===== config.mk =====
export PLATFORM = sky130hd
export DESIGN_NAME = vdp_super_res_fetch_flat
export DESIGN_NICKNAME = d
export VERILOG_FILES = /design/src/rtl/vdp_super_res_fetch_if.sv /design/src/rtl/vdp_super_res_fetch.sv /design/src/flat_wrapper.sv
export SDC_FILE = /design/constraint.sdc
export NUM_CORES = 1
export LEC_CHECK = 0
export CORE_MARGIN = 10
export CORE_UTILIZATION = 50
export CTS_BUF_LIST = sky130_fd_sc_hd__clkbuf_2 sky130_fd_sc_hd__clkbuf_4 sky130_fd_sc_hd__clkbuf_8
export DETAILED_ROUTE_END_ITERATION = 12
export DONT_BUFFER_PORTS = 1
export SYNTH_ARGS = -nofsm -noshare
export SYNTH_HDL_FRONTEND = slang
export SYNTH_SLANG_ARGS = --single-unit

===== constraint.sdc =====
create_clock -name clk -period 9.6 [get_ports clk]
set_input_delay 1.44 -clock clk [delete_from_list [all_inputs] [get_ports clk]]
set_output_delay 1.44 -clock clk [all_outputs]
set_load 0.01 [all_outputs]

===== src/rtl/vdp_super_res_fetch_if.sv =====
// VRAM read handshake between the super-res fetcher (master) and the VRAM arbiter (slave).
// The request is held with a stable address until the acknowledge cycle, and read data is valid in that same cycle.
interface vdp_super_res_fetch_if #(
  parameter int DATA_W = 32,
  parameter int ADDR_W = 18
) ();
  logic              vram_req;
  logic [ADDR_W-1:0] vram_addr;
  logic              vram_ack;
  logic [DATA_W-1:0] vram_rdata;

  modport master (output vram_req, vram_addr, input vram_ack, vram_rdata);
  modport slave  (input vram_req, vram_addr, output vram_ack, vram_rdata);
endinterface


===== src/rtl/vdp_super_res_fetch.sv =====
// Super-resolution line fetcher: it prefetches VRAM words into a small FIFO and serialises them LSB-first into palette indices.
// Each line base is set up at the line reload column.
module vdp_super_res_fetch #(
  parameter int DATA_W     = 32,
  parameter int FIFO_DEPTH = 4,
  parameter int ADDR_W     = 18,
  parameter int RELOAD_X   = 720
) (
  input  logic              clk,
  input  logic              reset_n,
  input  logic              vdp_super,
  input  logic [9:0]        cx,
  input  logic              last_line,
  input  logic              on_a_visible_line,
  input  logic [1:0]        bpp_mode,
  input  logic [9:0]        view_start_x,
  input  logic [9:0]        view_end_x,
  input  logic [ADDR_W-1:0] page_addr,
  input  logic [ADDR_W-1:0] line_stride,
  input  logic [9:0]        words_per_line,
  input  logic [5:0]        palette_bank,
  input  logic [7:0]        frame_col,
  vdp_super_res_fetch_if.master vram,
  output logic [7:0]        palette_addr,
  output logic              underrun,
  input  logic              underrun_clr
);

  localparam int PW    = $clog2(FIFO_DEPTH);
  localparam int CW    = PW + 1;
  localparam int CNT_W = $clog2(DATA_W / 2 + 1);

  typedef enum logic [1:0] {BPP8 = 2'd0, BPP4 = 2'd1, BPP2 = 2'd2} bpp_e;

  logic [DATA_W-1:0] r_fifo [FIFO_DEPTH];
  logic [PW-1:0]     r_wr_ptr, r_rd_ptr;
  logic [CW-1:0]     r_count;
  logic [DATA_W-1:0] r_shift;
  logic [CNT_W-1:0]  r_shift_cnt;
  logic [ADDR_W-1:0] r_line_base, r_fetch_addr, r_vram_addr;
  logic [9:0]        r_words_fetched;
  logic              r_fetch_en, r_vram_req, r_underrun;
  logic [7:0]        r_palette_addr;
  bpp_e              r_bpp;

  logic              w_reload, w_active, w_shift_empty, w_fifo_empty;
  logic              w_emit, w_pop, w_starve, w_ack, w_req_ok;
  logic [CW-1:0]     w_count_next;
  logic [9:0]        w_wf_next;
  logic [ADDR_W-1:0] w_fetch_addr_next, w_new_base;
  logic [DATA_W-1:0] w_src_word, w_shifted;
  logic [7:0]        w_pix;
  logic [CNT_W-1:0]  w_ppw_m1;
  bpp_e              w_bpp_sel;

  assign w_reload      = (cx == 10'(RELOAD_X));
  assign w_active      = on_a_visible_line && (cx >= view_start_x) && (cx < view_end_x);
  assign w_shift_empty = (r_shift_cnt == '0);
  assign w_fifo_empty  = (r_count == '0);
  assign w_emit        = w_active && (!w_shift_empty || !w_fifo_empty);
  assign w_pop         = w_active && w_shift_empty && !w_fifo_empty;
  assign w_starve      = w_active && w_shift_empty && w_fifo_empty;

  // An acknowledge is taken only for our own outstanding request and never in the reload cycle.
  assign w_ack             = r_vram_req && vram.vram_ack && !w_reload;
  assign w_count_next      = r_count + CW'(w_ack) - CW'(w_pop);
  assign w_wf_next         = r_words_fetched + 10'(w_ack);
  assign w_fetch_addr_next = r_fetch_addr + ADDR_W'(w_ack);
  assign w_req_ok          = r_fetch_en && (w_count_next < CW'(FIFO_DEPTH)) &&
                             (w_wf_next < words_per_line);
  assign w_new_base        = last_line         ? page_addr :
                             on_a_visible_line ? r_line_base + line_stride : r_line_base;
  assign w_src_word        = w_shift_empty ? r_fifo[r_rd_ptr] : r_shift;

  // NOTE: every always_comb output gets a default first so no path can infer a latch.
  always_comb begin
    w_pix     = w_src_word[7:0];
    w_shifted = w_src_word >> 8;
    w_ppw_m1  = CNT_W'(DATA_W / 8 - 1);
    w_bpp_sel = BPP8;
    case (r_bpp)
      BPP4: begin
        w_pix     = {palette_bank[5:2], w_src_word[3:0]};
        w_shifted = w_src_word >> 4;
        w_ppw_m1  = CNT_W'(DATA_W / 4 - 1);
      end
      BPP2: begin
        w_pix     = {palette_bank, w_src_word[1:0]};
        w_shifted = w_src_word >> 2;
        w_ppw_m1  = CNT_W'(DATA_W / 2 - 1);
      end
      default: ;
    endcase
    case (bpp_mode)
      2'd1:    w_bpp_sel = BPP4;
      2'd2:    w_bpp_sel = BPP2;
      default: w_bpp_sel = BPP8;
    endcase
  end

  // NOTE: the FIFO storage is not reset. Emptiness is tracked only by the count and pointers, so stale words are never read.
  always_ff @(posedge clk) begin
    if (w_ack) r_fifo[r_wr_ptr] <= vram.vram_rdata;
  end

  // NOTE: sequential state uses only non-blocking assignments, so every right-hand side sees the values from before the edge.
  always_ff @(posedge clk) begin
    if (!reset_n || !vdp_super) begin
      r_wr_ptr        <= '0;
      r_rd_ptr        <= '0;
      r_count         <= '0;
      r_shift         <= '0;
      r_shift_cnt     <= '0;
      r_line_base     <= '0;
      r_fetch_addr    <= '0;
      r_vram_addr     <= '0;
      r_words_fetched <= '0;
      r_fetch_en      <= 1'b0;
      r_vram_req      <= 1'b0;
      r_underrun      <= 1'b0;
      r_palette_addr  <= '0;
      r_bpp           <= BPP8;
    end else begin
      r_palette_addr <= w_emit ? w_pix : frame_col;
      if (w_starve)          r_underrun <= 1'b1;
      else if (underrun_clr) r_underrun <= 1'b0;

      if (w_reload) begin
        r_line_base     <= w_new_base;
        r_fetch_addr    <= w_new_base;
        r_words_fetched <= '0;
        r_wr_ptr        <= '0;
        r_rd_ptr        <= '0;
        r_count         <= '0;
        r_shift_cnt     <= '0;
        r_fetch_en      <= 1'b1;
        r_bpp           <= w_bpp_sel;
        r_vram_req      <= 1'b0;
      end else begin
        if (w_ack) r_wr_ptr <= r_wr_ptr + PW'(1);
        if (w_pop) r_rd_ptr <= r_rd_ptr + PW'(1);
        r_count         <= w_count_next;
        r_fetch_addr    <= w_fetch_addr_next;
        r_words_fetched <= w_wf_next;

        // A popped word emits its first pixel in the same slot, so the remaining count starts at pixels-per-word minus one.
        if (w_pop) begin
          r_shift     <= w_shifted;
          r_shift_cnt <= w_ppw_m1;
        end else if (w_emit) begin
          r_shift     <= w_shifted;
          r_shift_cnt <= r_shift_cnt - CNT_W'(1);
        end

        if (!(r_vram_req && !vram.vram_ack)) begin
          r_vram_req <= w_req_ok;
          if (w_req_ok) r_vram_addr <= w_fetch_addr_next;
        end
      end
    end
  end

  assign vram.vram_req  = r_vram_req;
  assign vram.vram_addr = r_vram_addr;
  assign palette_addr   = r_palette_addr;
  assign underrun       = r_underrun;

endmodule

===== src/flat_wrapper.sv =====
// flat-port wrapper written by rule: the top's interface ports become plain ports
module vdp_super_res_fetch_flat 
#(
  parameter int DATA_W     = 32,
  parameter int FIFO_DEPTH = 4,
  parameter int ADDR_W     = 18,
  parameter int RELOAD_X   = 720
)
  (clk, reset_n, vdp_super, cx, last_line, on_a_visible_line, bpp_mode, view_start_x, view_end_x, page_addr, line_stride, words_per_line, palette_bank, frame_col, palette_addr, underrun, underrun_clr, vram_vram_req, vram_vram_addr, vram_vram_ack, vram_vram_rdata);
  vdp_super_res_fetch_if #(.DATA_W(DATA_W), .ADDR_W(ADDR_W)) vram_i ();
  input  logic clk;
  input  logic reset_n;
  input  logic vdp_super;
  input  logic [9:0] cx;
  input  logic last_line;
  input  logic on_a_visible_line;
  input  logic [1:0] bpp_mode;
  input  logic [9:0] view_start_x;
  input  logic [9:0] view_end_x;
  input  logic [ADDR_W-1:0] page_addr;
  input  logic [ADDR_W-1:0] line_stride;
  input  logic [9:0] words_per_line;
  input  logic [5:0] palette_bank;
  input  logic [7:0] frame_col;
  output logic [7:0] palette_addr;
  output logic underrun;
  input  logic underrun_clr;
  output wire logic [$bits(vram_i.vram_req)-1:0] vram_vram_req;
  output wire logic [$bits(vram_i.vram_addr)-1:0] vram_vram_addr;
  input wire logic [$bits(vram_i.vram_ack)-1:0] vram_vram_ack;
  input wire logic [$bits(vram_i.vram_rdata)-1:0] vram_vram_rdata;
  assign vram_vram_req = vram_i.vram_req;
  assign vram_vram_addr = vram_i.vram_addr;
  assign vram_i.vram_ack = vram_vram_ack;
  assign vram_i.vram_rdata = vram_vram_rdata;
  vdp_super_res_fetch #(.DATA_W(DATA_W), .FIFO_DEPTH(FIFO_DEPTH), .ADDR_W(ADDR_W), .RELOAD_X(RELOAD_X)) u_core (.clk(clk), .reset_n(reset_n), .vdp_super(vdp_super), .cx(cx), .last_line(last_line), .on_a_visible_line(on_a_visible_line), .bpp_mode(bpp_mode), .view_start_x(view_start_x), .view_end_x(view_end_x), .page_addr(page_addr), .line_stride(line_stride), .words_per_line(words_per_line), .palette_bank(palette_bank), .frame_col(frame_col), .vram(vram_i), .palette_addr(palette_addr), .underrun(underrun), .underrun_clr(underrun_clr));
endmodule

Word-level counts from Yosys, hierarchy flattened

Memory sizes are Yosys's and may differ from the RTL's. A register that Yosys moved wholly into a read port is not among the register bits.
Index checks and enable logic that the tools add are counted.

$add $sub $neg: 8
Magnitude comparators: 4
Eq/ne operators: 5
Multiplexer cells: 19
Bitwise gates (word level): 2
Reductions and logical operators: 26

Operator list:

| kind                 | number |
|---|---|
| $mux 32              | 3 |
| $pmux 30 s2          | 1 |
| $mux 18              | 3 |
| $lt 10x10->1         | 2 |
| $add 18x1->18        | 1 |
| $add 18x18->18       | 1 |
| $pmux 8 s2           | 1 |
| $logic_and 1x1->1    | 11 |
| $add 10x1->10        | 1 |
| $eq 10x10->1 const B | 1 |
| $ge 10x10->1         | 1 |
| $mux 5               | 2 |
| $mux 8               | 1 |
| $pmux 4 s2           | 1 |
| $logic_not 1->1      | 6 |
| $logic_not 5->1      | 1 |
| $sub 5x1->5 const B  | 1 |
| $add 2x1->2 const B  | 2 |
| $eq 2x1->1 const B   | 2 |
| $eq 2x2->1 const B   | 2 |
| $mux 1               | 4 |
| $mux 2               | 2 |
| $pmux 2 s2           | 1 |
| $reduce_bool 2->1    | 2 |
| other kinds (9)      | 11 |

Register bits: 121
RAM bits: 128
Output and inout port bits: 28
Logic and storage cells: 79
Memories: 1

Memory list:

| name          | depth | bits a word | read ports | clocked after Yosys merged registers in | write ports | RTL line                  | RTL |
|---|---|---|---|---|---|---|---|
| u_core.r_fifo | 4     | 32          | 1          | 1                                       | 1           | vdp_super_res_fetch.sv:35 | `logic [DATA_W-1:0] r_fifo [FIFO_DEPTH];` |

Logic depth before layout (Yosys ltp)

Gate-level depths: netlist of run 1.

Word-level depth: 10
Mapped depth: 18

Worst setup path before layout of run 1

No wires, ideal clock.

Kind: input port to flip-flop
From: input view_start_x[4]
To: register u_core.r_vram_addr[10] (netlist: u_core.vram.vram_addr[10])
Library setup time: 0.128 ns
Arrival: 4.778 ns
Data required time: 9.472 ns
Slack: 4.695 ns
Cell stages on the path: 18
Path through: inv_1 ha_1 a21o_1 a211oi_1 o21ai_1 a221oi_4 nor3_2 ha_1 inv_1 ha_1 fa_1 xnor2_1 and4b_1 nand4_1 buf_2 buf_2 mux2i_1 nor2_1

Word-level cells in the longest chain between the ends: 10

Ends and longest elaborated chain:

| item                              | RTL line                   | RTL |
|---|---|---|
| start: declaration                | flat_wrapper.sv:18         | `input logic [9:0] view_start_x;` |
| $ge 10x10->1                      | vdp_super_res_fetch.sv:57  | `assign w_active = on_a_visible_line && (cx >= view_start_x) && (cx < view_end_x);` |
| $logic_and 1x1->1 (2 in series)   | vdp_super_res_fetch.sv:57  |  |
| $logic_and 1x1->1 (2 in series)   | vdp_super_res_fetch.sv:61  | `assign w_pop = w_active && w_shift_empty && !w_fifo_empty;` |
| named net u_core.w_pop            | vdp_super_res_fetch.sv:47  | `logic w_emit, w_pop, w_starve, w_ack, w_req_ok;` |
| $sub 3x1->3                       | vdp_super_res_fetch.sv:66  | `assign w_count_next = r_count + CW'(w_ack) - CW'(w_pop);` |
| $lt 3x3->1                        | vdp_super_res_fetch.sv:69  | `assign w_req_ok = r_fetch_en && (w_count_next < CW'(FIFO_DEPTH)) &&` |
| $logic_and 1x1->1 (2 in series)   | vdp_super_res_fetch.sv:69  |  |
| $reduce_and 3->1 (no source line) | n/a                        |  |
| end signal: assignment            | vdp_super_res_fetch.sv:157 | `if (w_req_ok) r_vram_addr <= w_fetch_addr_next;` |
| end: declaration                  | vdp_super_res_fetch.sv:40  | `logic [ADDR_W-1:0] r_line_base, r_fetch_addr, r_vram_addr;` |

The timed path passes the listed nets, and every way through them passes these cells.
A chain may end at the register's enable or synchronous reset.

Worst setup path after layout of run 1

From: input view_end_x[9]
To: register u_core.r_vram_addr[12] (netlist: u_core.vram.vram_addr[12])

Word-level cells in the longest chain between the ends: 9

Ends and longest elaborated chain:

| item                              | RTL line                  | RTL |
|---|---|---|
| start: declaration                | flat_wrapper.sv:19        | `input logic [9:0] view_end_x;` |
| $lt 10x10->1                      | vdp_super_res_fetch.sv:57 |  |
| $logic_and 1x1->1                 | vdp_super_res_fetch.sv:57 |  |
| $logic_and 1x1->1 (2 in series)   | vdp_super_res_fetch.sv:61 |  |
| named net u_core.w_pop            | vdp_super_res_fetch.sv:47 |  |
| $sub 3x1->3                       | vdp_super_res_fetch.sv:66 |  |
| $lt 3x3->1                        | vdp_super_res_fetch.sv:69 |  |
| $logic_and 1x1->1 (2 in series)   | vdp_super_res_fetch.sv:69 |  |
| $reduce_and 3->1 (no source line) | n/a                       |  |

The timed path passes the listed nets, and every way through them passes these cells.

==> results.txt, run 1 <==
Skew final = 0.0321 ns
Die H = 175 um
Drt first pass iters = 5
Top cells by count, synth = edfxtp_1, dfxtp_1, nand2_1
Synth top area share = 0.318
Reg area = 6270 um2
Die area = 30,800 um2
Depth of the worst register-to-register path = 14
Dpl cell area = 12,400 um2
Final setup vio count = 0
Hold depth = 2
Vias in the first global route = 8,116
Routed Antenna Nets = 0
Yosys top cell by area = edfxtp_1
Root Buffer = clkbuf_8
Final Power = 2.11 mW
RR Endpoint = u_core.vram.vram_addr[12]
Worst path max stage delay = 0.54 ns
Hold_buf cts = 0
Area occupied by multi-input gates = 5410 um2
EDFF count, synth = 128
Largest net degree at the start of global routing = 64
Netlist cell types = 64
Htree depth = 2
Wirelength per Cell = 20.3 um
Vias = 8,057
Filler instances = 2,090
HP Start = u_core.r_shift_cnt[4]
CTS tree = done
Yosys reg bits = 249
Ports = 159
CP Launch Type = input port
Setup Crit Path Kind = in2reg
Worst hold path endpoint = u_core.r_shift_cnt[4]
TritonCTS Buffers = 41
Final worst-path cycle share = 0.464
RD Place Congestion = 0.855
# Post-CTS Setup Buffers = 0
Top cell by count, worst path = ha_1
Fin area = 13,200 um2
Ys flop type = edfxtp_1
Vias per cell = 5.70
Minimum clock period = 4.45 ns
Finished Layout Cells = 1,414
CP cell instances = inv_1 -> ha_1 -> and3_1 -> o211ai_1 -> a21oi_1 -> nor3_2 -> ha_1 -> inv_1 -> ha_1 -> fa_1 -> xnor2_1 -> and4b_1 -> nand4_1 -> buf_4 -> mux2i_1 -> nor2_1
Port buffer count = 0
Yosys warns = 0
Slew HR = 0.387
CTS resizes = 0
RSZ-0062 raised after global routing = false
Initial core utilization = 0.512
Worst-path clk slew = 0.06 ns
Syn_area_per_cell = 11.4 um2
Clock tree buffer depth = 3
Clock Sinks = 249
Place WS = 4.60 ns
Max_cap viols = 0
DR DRC count = 0
CP bufs+invs = 3
Measured slew at the worst slew-check pin = 0.919 ns
Most common cell in the netlist = edfxtp_1
Core Region = 23,600 um2
Flop-to-flop setup slack = 5.95 ns
Aggregate global-route resource usage = 0.182
Share of post-route cells with drive strength above 1 = 0.136
Crit path depth = 16
Worst Path Arrival = 4.85 ns
Die Wd = 175 um
Pwr per Cell Area = 160 nW/um2
Initial antenna violation count = 2
Total wire length = 28,600 um
Top cells by area, synth = edfxtp_1, dfxtp_1, ha_1
Hpwl dp = 20,000 um
Setup TNS = 0 ns
Asr flop ratio synth = 0
Final worst slack = 5.15 ns
R2R Path Start = u_core.vram.vram_req
Req. time, crit path = 10.00 ns
Achievable Freq = 225 MHz
Worst VDD drop = 108 uV
Fin nets = 1,255
Critical Path Sink Type = register
Hold WC Path Type = reg2reg
Fin. Hold Viols = 0
Worst-path maximum fanout = 18
Gr ovfl total = 0
Cell Area, Synth = 12,100 um2
First-pass GRT wire length = 44,900 um
Status = finished clean
Synthesized instance count = 1,060
Synthesized net count = 1,251
CP top delay family = adder cells
Initial DRC count = 572
# rows = 56
Post-Place Cells = 1,340
Clk_lat worst skew = 0.56 ns
Seq/Total Area, Yosys = 0.519
CP max stage cell = a21oi_1
Slew Viols, Final = 0
Area grow syn2layout = 9.31%
Cell leakage power = 5.11 nW
==> area by class of cell <==
cell class	instances	share of cell area
Antenna cell	1	0.000189
Sequential cell	249	0.475
Clock inverter	19	0.00995
Tap cell	319	0.0302
Clock buffer	54	0.0530
Timing Repair Buffer	15	0.00853
Multi-Input combinational cell	707	0.409
Inverter	50	0.0142
==> registers in the layout, summed over array words and instances, names as in the netlist, 3 cells and up, named ones only <==
register and flops:
u_core.vram.vram_addr 18, u_core.r_count 3, u_core.r_shift 30, u_core.r_fifo 128, u_core.r_shift_cnt 5, u_core.palette_addr 8, u_core.r_words_fetched 10, u_core.r_fetch_addr 18
u_core.r_line_base 18
==> where the power goes <==
part,switching (mW),internal (mW),total (mW)
sequential,0.00169,1.12,1.12
clock,0.426,0.507,0.932
combinational,0.0378,0.0232,0.0610
==> stage by stage <==
step	hold slack, ns	util
2_1_floorplan	0.412	-
5_1_grt	0.462	0.559
3_5_place_dp	0.439	0.524
6_report	0.445	0.559
3_3_place_gp	0.437	0.524
4_1_cts	0.447	0.559
==> routing by layer <==
layer  global-route usage  vias up  wire length [um]
li1                     -     3916                 -
met1                0.246     3866             13100
met2                0.271      220             12400
met3               0.0618       53              2470
met4               0.0544        2               613
met5                    0        -                20
==> worst min-delay path, delay by kind of cell, from the launching register on <==
kind	cells	cell delay, ns
AO/OA/AOI/OAI	1	0.03
flip-flops	1	0.32
AND/OR/NAND/NOR	1	0.05
==> layout by cell type, fill, tap and decap left out, types with 21 or more instances in the layout <==
cell,instances
nand2_1,105
inv_1,50
xnor2_1,24
a21oi_1,46
o21ai_0,44
nor2_1,77
mux2_2,25
mux2i_1,33
edfxtp_1,128
clkbuf_8,47
mux4_2,32
a22oi_1,21
ha_1,57
a22o_1,28
dfxtp_1,120
==> logic make-up after synthesis <==
group / count (synthesis) / share of synthesized area
adder cells (fa/ha/maj): 60 / 0.0634
XOR/XNOR: 38 / 0.0275
flip-flops: 249 / 0.519
buffers and inverters: 104 / 0.0358
AO/OA/AOI/OAI: 224 / 0.129
multiplexers: 92 / 0.112
AND/OR/NAND/NOR: 293 / 0.113
==> worst max path at each step <==
stage	start	end	slack, ns
after floorplan	view_start_x[4]	u_core.vram.vram_addr[10]	4.69
after global routing	cx[4]	u_core.vram.vram_addr[6]	4.88
after CTS	view_start_x[4]	u_core.vram.vram_addr[12]	5.19
final	view_end_x[9]	u_core.vram.vram_addr[12]	5.15
after global placement	cx[4]	u_core.vram.vram_addr[12]	4.68
after detailed placement	view_start_x[4]	u_core.vram.vram_addr[0]	4.60
Power figures use the tool's default switching activity.
==> inputs of run 2 (changes only) <==
==> constraint.sdc (replaced) <==
create_clock -name clk -period 4.2 [get_ports clk]
set_input_delay 0.63 -clock clk [delete_from_list [all_inputs] [get_ports clk]]
set_output_delay 0.63 -clock clk [all_outputs]
set_load 0.01 [all_outputs]
==> run 2 against run 1 <==
Flip-flop and latch count stayed put. Highest routed layer is now met4. Core utilization is 0.55 points higher. Register-to-register slack worse by 5.3 ns. Sequential power is 130% higher. Cell count is 0.50% higher. Count of clock-buffer cells in the layout is 8 higher.
==> results.txt, run 2 (same netlist as run 1, synthesis figures left out) <==
Slew Viols, Final = 0 (unchanged)
Final worst slack = 0.614 ns (was 5.15 ns)
Setup TNS = 0 ns (unchanged)
Initial antenna violation count = 1 (was 2)
CTS tree = done (unchanged)
Reg area = 6270 um2 (unchanged)
Die H = 175 um (unchanged)
Critical Path Sink Type = register (unchanged)
TritonCTS Buffers = 43 (was 41)
Cell leakage power = 5.19 nW (was 5.11 nW)
Root Buffer = clkbuf_8 (unchanged)
Core Util, Final = 0.565 (was 0.559)
Initial core utilization = 0.512 (unchanged)
Achievable Freq = 279 MHz
Htree depth = 2 (unchanged)
Largest net degree at the start of global routing = 64 (unchanged)
Clock Sinks = 249 (unchanged)
Port buffer count = 0 (unchanged)
Aggregate global-route resource usage = 0.185 (was 0.182)
Clock tree buffer depth = 3 (unchanged)
Area grow syn2layout = 10.4% (was 9.31%)
# rows = 56 (unchanged)
Share of post-route cells with drive strength above 1 = 0.146 (was 0.136)
Pwr per Cell Area = 377 nW/um2 (was 160 nW/um2)
Vias = 8,075 (was 8,057)
RD Place Congestion = 0.865 (was 0.855)
Ports = 159 (unchanged)
Max_cap viols = 0 (unchanged)
Place WS = 0.0927 ns (was 4.60 ns)
Max reg flops = 128 (unchanged)
GRT busiest layer = met2 (unchanged)
RSZ-0062 raised after global routing = false (unchanged)
Die Wd = 175 um (unchanged)
Status = finished clean (unchanged)
Share of power burned in registers = 0.510 (was 0.530)
Drt first pass iters = 7 (was 5)
Psw = 1.05 mW (was 0.465 mW)
Initial DRC count = 511 (was 572)
Commonest non-fill, non-tap cell in the layout = edfxtp_1 (unchanged)
Hold WS = 0.171 ns (was 0.445 ns)
Area occupied by multi-input gates = 5410 um2 (unchanged)
Biggest regs = u_core.r_fifo (128), u_core.r_shift (30) (unchanged)
Finished Layout Cells = 1,421 (was 1,414)
Gr ovfl total = 0 (unchanged)
Most flop-heavy register = u_core.r_fifo (unchanged)
Combinational share of power = 0.028 (was 0.029)
Final worst-path cycle share = 0.854
Hold_buf cts = 0 (unchanged)
Worst Path Arrival = 4.00 ns (was 4.85 ns)
Worst-path clk slew = 0.06 ns (about the same)
Die area = 30,800 um2 (unchanged)
CTS resizes = 0 (unchanged)
Slew HR = 0.360 (was 0.387)
Most frequent cells in the layout = edfxtp_1, dfxtp_1, nand2_1, nor2_1, ha_1 (unchanged)
Fin. Hold Viols = 0 (unchanged)
Total wire length = 29,100 um (was 28,600 um)
Wirelength per Cell = 20.5 um (was 20.3 um)
Measured slew at the worst slew-check pin = 0.956 ns (was 0.919 ns)
Filler instances = 2,037 (was 2,090)
CP Launch Type = input port (unchanged)
Hold WC Path Type = in2reg (was reg2reg)
Met3 global-route usage = 0.0622 (was 0.0618)
DR DRC count = 0 (unchanged)
Clk_lat worst skew = 0.55 ns (was 0.56 ns)
Req. time, crit path = 4.62 ns (was 10.00 ns)
Skew final = 0.0220 ns (was 0.0321 ns)
Clock share of power = 0.462 (was 0.441)
Minimum clock period = 3.59 ns
Worst-path maximum fanout = 18 (unchanged)
Vias in the first global route = 7,984 (was 8,116)
# Post-CTS Setup Buffers = 0 (unchanged)
Switching portion of total power = 0.209 (was 0.220)
Hpwl dp = 20,600 um (was 20,000 um)
Met2 GRT Util = 0.277 (was 0.271)
Vias per cell = 5.68 (was 5.70)
Core Region = 23,600 um2 (unchanged)
Internal = 3.98 mW (was 1.65 mW)
First-pass GRT wire length = 45,500 um (was 44,900 um)
Worst VDD drop = 354 uV (was 108 uV)
Final setup vio count = 0 (unchanged)
GR Layer Usage met1 = 0.254 (was 0.246)
Routed Antenna Nets = 0 (unchanged)
Fin nets = 1,261 (was 1,255)
Setup Crit Path Kind = in2reg (unchanged)
Post-Place Cells = 1,344 (was 1,340)
## run 2: worst paths after layout
kind	cells past startpoint	endpoint	slack, ns	startpoint
worst max-delay path	16	u_core.vram.vram_addr[5]	0.61	view_end_x[9]
worst min-delay path	0	u_core.r_fifo[1][13]	0.17	vram_vram_rdata[13]
worst max register to register	16	u_core.vram.vram_addr[5]	0.64	u_core.r_shift_cnt[0]
worst min register to register	2	u_core.r_shift_cnt[4]	0.44	u_core.r_shift_cnt[4]
## run 2: cell type report
class | instances | share of cell area
timing repair buffer | 19 | 0.0116
antenna | 1 | 0.000188
sequential | 249 | 0.470
multi-input combinational | 707 | 0.405
tap | 319 | 0.0299
inverter | 50 | 0.0141
clock inverter | 14 | 0.0114
clock buffer | 62 | 0.0574
## run 2: worst max-delay path, stage by stage
cell and delay, ns:
inv_1 0.03, ha_1 0.32, and3_1 0.24, o211ai_1 0.12
a21oi_1 0.53, nor3_2 0.19, ha_1 0.32, inv_1 0.04
ha_1 0.18, fa_1 0.37, xnor2_1 0.22, and4b_1 0.24
nand4_1 0.15, buf_12 0.22, mux2i_1 0.15, nor2_1 0.05
## run 2: metal layers
metal / up-vias / share of wire
li1: 3941 / -
met2: 225 / 0.44
met4: 0 / 0.015
met1: 3868 / 0.47
met3: 41 / 0.084
met5: - / 0
## run 2: power groups by stage
stage               clock network, mW  logic [mW]  registers (mW)
floorplan                           0       0.115            2.61
global placement                    0       0.142            2.61
detailed placement                  0       0.142            2.61
CTS                              2.38       0.143            2.56
global route                     2.49       0.162            2.56
finish                           2.32       0.143            2.56
## run 2: stage by stage
stage | area [um2] | total power, mW
floorplan | 12100 | 2.73
global placement | 12400 | 2.76
detailed placement | 12400 | 2.76
CTS | 13300 | 5.08
global route | 13300 | 5.22
finish | 13300 | 5.02
==> inputs of run 3 (changes only) <==
--- a/config.mk
+++ b/config.mk
@@ -5,11 +5,12 @@
 export SDC_FILE = /design/constraint.sdc
 export NUM_CORES = 1
 export LEC_CHECK = 0
-export CORE_MARGIN = 10
+export CORE_MARGIN = 4
 export CORE_UTILIZATION = 50
 export CTS_BUF_LIST = sky130_fd_sc_hd__clkbuf_2 sky130_fd_sc_hd__clkbuf_4 sky130_fd_sc_hd__clkbuf_8
 export DETAILED_ROUTE_END_ITERATION = 12
 export DONT_BUFFER_PORTS = 1
+export REMOVE_ABC_BUFFERS = 1
 export SYNTH_ARGS = -nofsm -noshare
 export SYNTH_HDL_FRONTEND = slang
 export SYNTH_SLANG_ARGS = --single-unit
==> run 3 against run 2 <==
Routed wire length decreased by 5.8%. Via count about the same. First-iteration DRC count decreased by 16%. Critical path type is now reg2reg. Global-route usage increased by 2.0 points. Count of clock-buffer cells in the layout shrank 3. Clock skew decreased by 0.00081 ns. Largest power group unchanged. Setup slack improved by 0.0066 ns.
==> results.txt, run 3 (same netlist as run 1, synthesis figures left out) <==
Depth of the worst register-to-register path = 16 (unchanged)
Slew Viols, Final = 0 (unchanged)
# Post-CTS Setup Buffers = 0 (unchanged)
Critical Path Sink Type = register (unchanged)
Final worst-path cycle share = 0.852 (was 0.854)
Cell leakage power = 5.13 nW (was 5.19 nW)
Total wire length = 27,400 um (was 29,100 um)
Die area = 26,700 um2 (was 30,800 um2)
Worst setup path endpoint = u_core.vram.vram_addr[15] (was u_core.vram.vram_addr[5])
Pwr per Cell Area = 356 nW/um2 (was 377 nW/um2)
RSZ-0062 raised after global routing = false (unchanged)
Initial antenna violation count = 2 (was 1)
Hold_buf cts = 0 (unchanged)
R2R Path Start = u_core.r_shift_cnt[0] (unchanged)
Hold WC Path Type = in2reg (unchanged)
Fin nets = 1,262 (was 1,261)
Dpl cell area = 12,400 um2 (about the same)
Most frequent cells in the layout = edfxtp_1, dfxtp_1, nand2_1, nor2_1, ha_1 (unchanged)
Port buffer count = 0 (unchanged)
DR DRC count = 0 (unchanged)
Biggest regs = u_core.r_fifo (128), u_core.r_shift (30) (unchanged)
Vias per cell = 5.70 (was 5.68)
Finished Layout Cells = 1,418 (was 1,421)
Clock Sinks = 249 (unchanged)
Routed Antenna Nets = 0 (unchanged)
Vias = 8,083 (was 8,075)
Vias in the first global route = 8,173 (was 7,984)
Area grow syn2layout = 9.31% (was 10.4%)
Die Wd = 163 um (was 175 um)
Worst Path Arrival = 3.97 ns (was 4.00 ns)
Gr ovfl total = 0 (unchanged)
Setup TNS = 0 ns (unchanged)
Clock tree buffer depth = 3 (unchanged)
Core Region = 23,600 um2 (unchanged)
Slew HR = 0.354 (was 0.360)
RD Place Congestion = 0.856 (was 0.865)
Achievable Freq = 279 MHz (about the same)
Die H = 163 um (was 175 um)
Final setup vio count = 0 (unchanged)
Clk_lat worst skew = 0.54 ns (was 0.55 ns)
Root Buffer = clkbuf_8 (unchanged)
RR Endpoint = u_core.vram.vram_addr[15] (was u_core.vram.vram_addr[5])
CP startpoint = u_core.r_shift_cnt[0] (was view_end_x[9])
Fin. Hold Viols = 0 (unchanged)
Minimum clock period = 3.58 ns (was 3.59 ns)
Ports = 159 (unchanged)
First-pass GRT wire length = 43,700 um (was 45,500 um)
Flop-to-flop setup slack = 0.62 ns (was 0.64 ns)
Hold WS = 0.185 ns (was 0.171 ns)
Hold depth = 0 (unchanged)
Max_cap viols = 0 (unchanged)
HP Start = vram_vram_rdata[3] (was vram_vram_rdata[13])
Initial core utilization = 0.512 (unchanged)
Hpwl dp = 18,700 um (was 20,600 um)
Drt first pass iters = 5 (was 7)
CP Launch Type = register (was input port)
Wirelength per Cell = 19.3 um (was 20.5 um)
TritonCTS Buffers = 43 (unchanged)
Htree depth = 2 (unchanged)
Req. time, crit path = 4.59 ns (was 4.62 ns)
CTS resizes = 0 (unchanged)
Worst VDD drop = 252 uV (was 354 uV)
Status = finished clean (unchanged)
Measured slew at the worst slew-check pin = 0.969 ns (was 0.956 ns)
# rows = 56 (unchanged)
CTS tree = done (unchanged)
Filler instances = 2,071 (was 2,037)
Commonest non-fill, non-tap cell in the layout = edfxtp_1 (unchanged)
Post-Place Cells = 1,345 (was 1,344)
Initial DRC count = 431 (was 511)
Fin area = 13,200 um2 (was 13,300 um2)
Max reg flops = 128 (unchanged)
Aggregate global-route resource usage = 0.205 (was 0.185)
Worst-path maximum fanout = 18 (unchanged)
Most flop-heavy register = u_core.r_fifo (unchanged)
Setup Crit Path Kind = reg2reg (was in2reg)
Largest net degree at the start of global routing = 64 (unchanged)
Share of post-route cells with drive strength above 1 = 0.141 (was 0.146)
Worst-path clk slew = 0.06 ns (about the same)
Skew final = 0.0212 ns (was 0.0220 ns)
Core Util, Final = 0.559 (was 0.565)
run 3: cell types whose count changed in the layout (fill, tap and decap cells not counted), sizes merged:
cell / before / now
buf: 19 / 20
bufinv: 3 / 0
clkbuf: 62 / 59
clkinv: 8 / 11
clkinvlp: 0 / 1
diode: 1 / 2
inv: 53 / 50
run 3: per-layer routing:
layer / vias to the layer above / part of all wire / GRT usage
met5: - / 0 / 0
li1: 3945 / - / -
met2: 190 / 0.44 / 0.317
met4: 0 / 0.021 / 0.0595
met1: 3902 / 0.47 / 0.286
met3: 46 / 0.066 / 0.0537
run 3: worst min path at each step:
stage | to | slack, ns
after floorplan | u_core.r_shift_cnt[4] | 0.41
after CTS | u_core.r_fifo[0][3] | 0.15
final | u_core.r_fifo[0][3] | 0.18
after global routing | u_core.r_fifo[0][3] | 0.14
after detailed placement | u_core.r_fetch_en | 0.44
after global placement | u_core.r_shift_cnt[4] | 0.43
run 3: layout make-up:
cell class	count	area, um2	area share
clock inverter	12	53.8	0.00407
multi-input combinational	707	5410	0.409
sequential	249	6270	0.475
timing repair buffer	20	175	0.0133
inverter	50	188	0.0142
antenna	2	5.00	0.000379
tap	319	399	0.0302
clock buffer	59	712	0.0539
run 3: per-stage QoR:
stage	worst slack [ns]	total power [mW]
6_report	0.620	4.70
5_1_grt	0.327	4.91
4_1_cts	0.618	4.77
3_5_place_dp	0.131	2.75
3_3_place_gp	0.257	2.75
2_1_floorplan	-3.60	2.72
run 3: worst max-delay path: stages (launching register included):
cell	delay [ns]
dfxtp_1	0.33
inv_1	0.06
ha_1	0.21
nor4b_2	0.24
nor2b_1	0.29
nand2_1	0.11
nor3_2	0.31
ha_1	0.20
inv_1	0.04
ha_1	0.18
fa_1	0.38
xnor2_1	0.26
and4b_1	0.25
nand4_1	0.16
buf_12	0.22
mux2i_1	0.16
nor2_1	0.05
run 3: power breakdown:
| group | internal (mW) | total (mW) | switching, mW |
|---|---|---|---|
| Clock | 1.09 | 1.99 | 0.909 |
| Combinational | 0.0545 | 0.141 | 0.0870 |
| Sequential | 2.56 | 2.56 | 0.00373 |
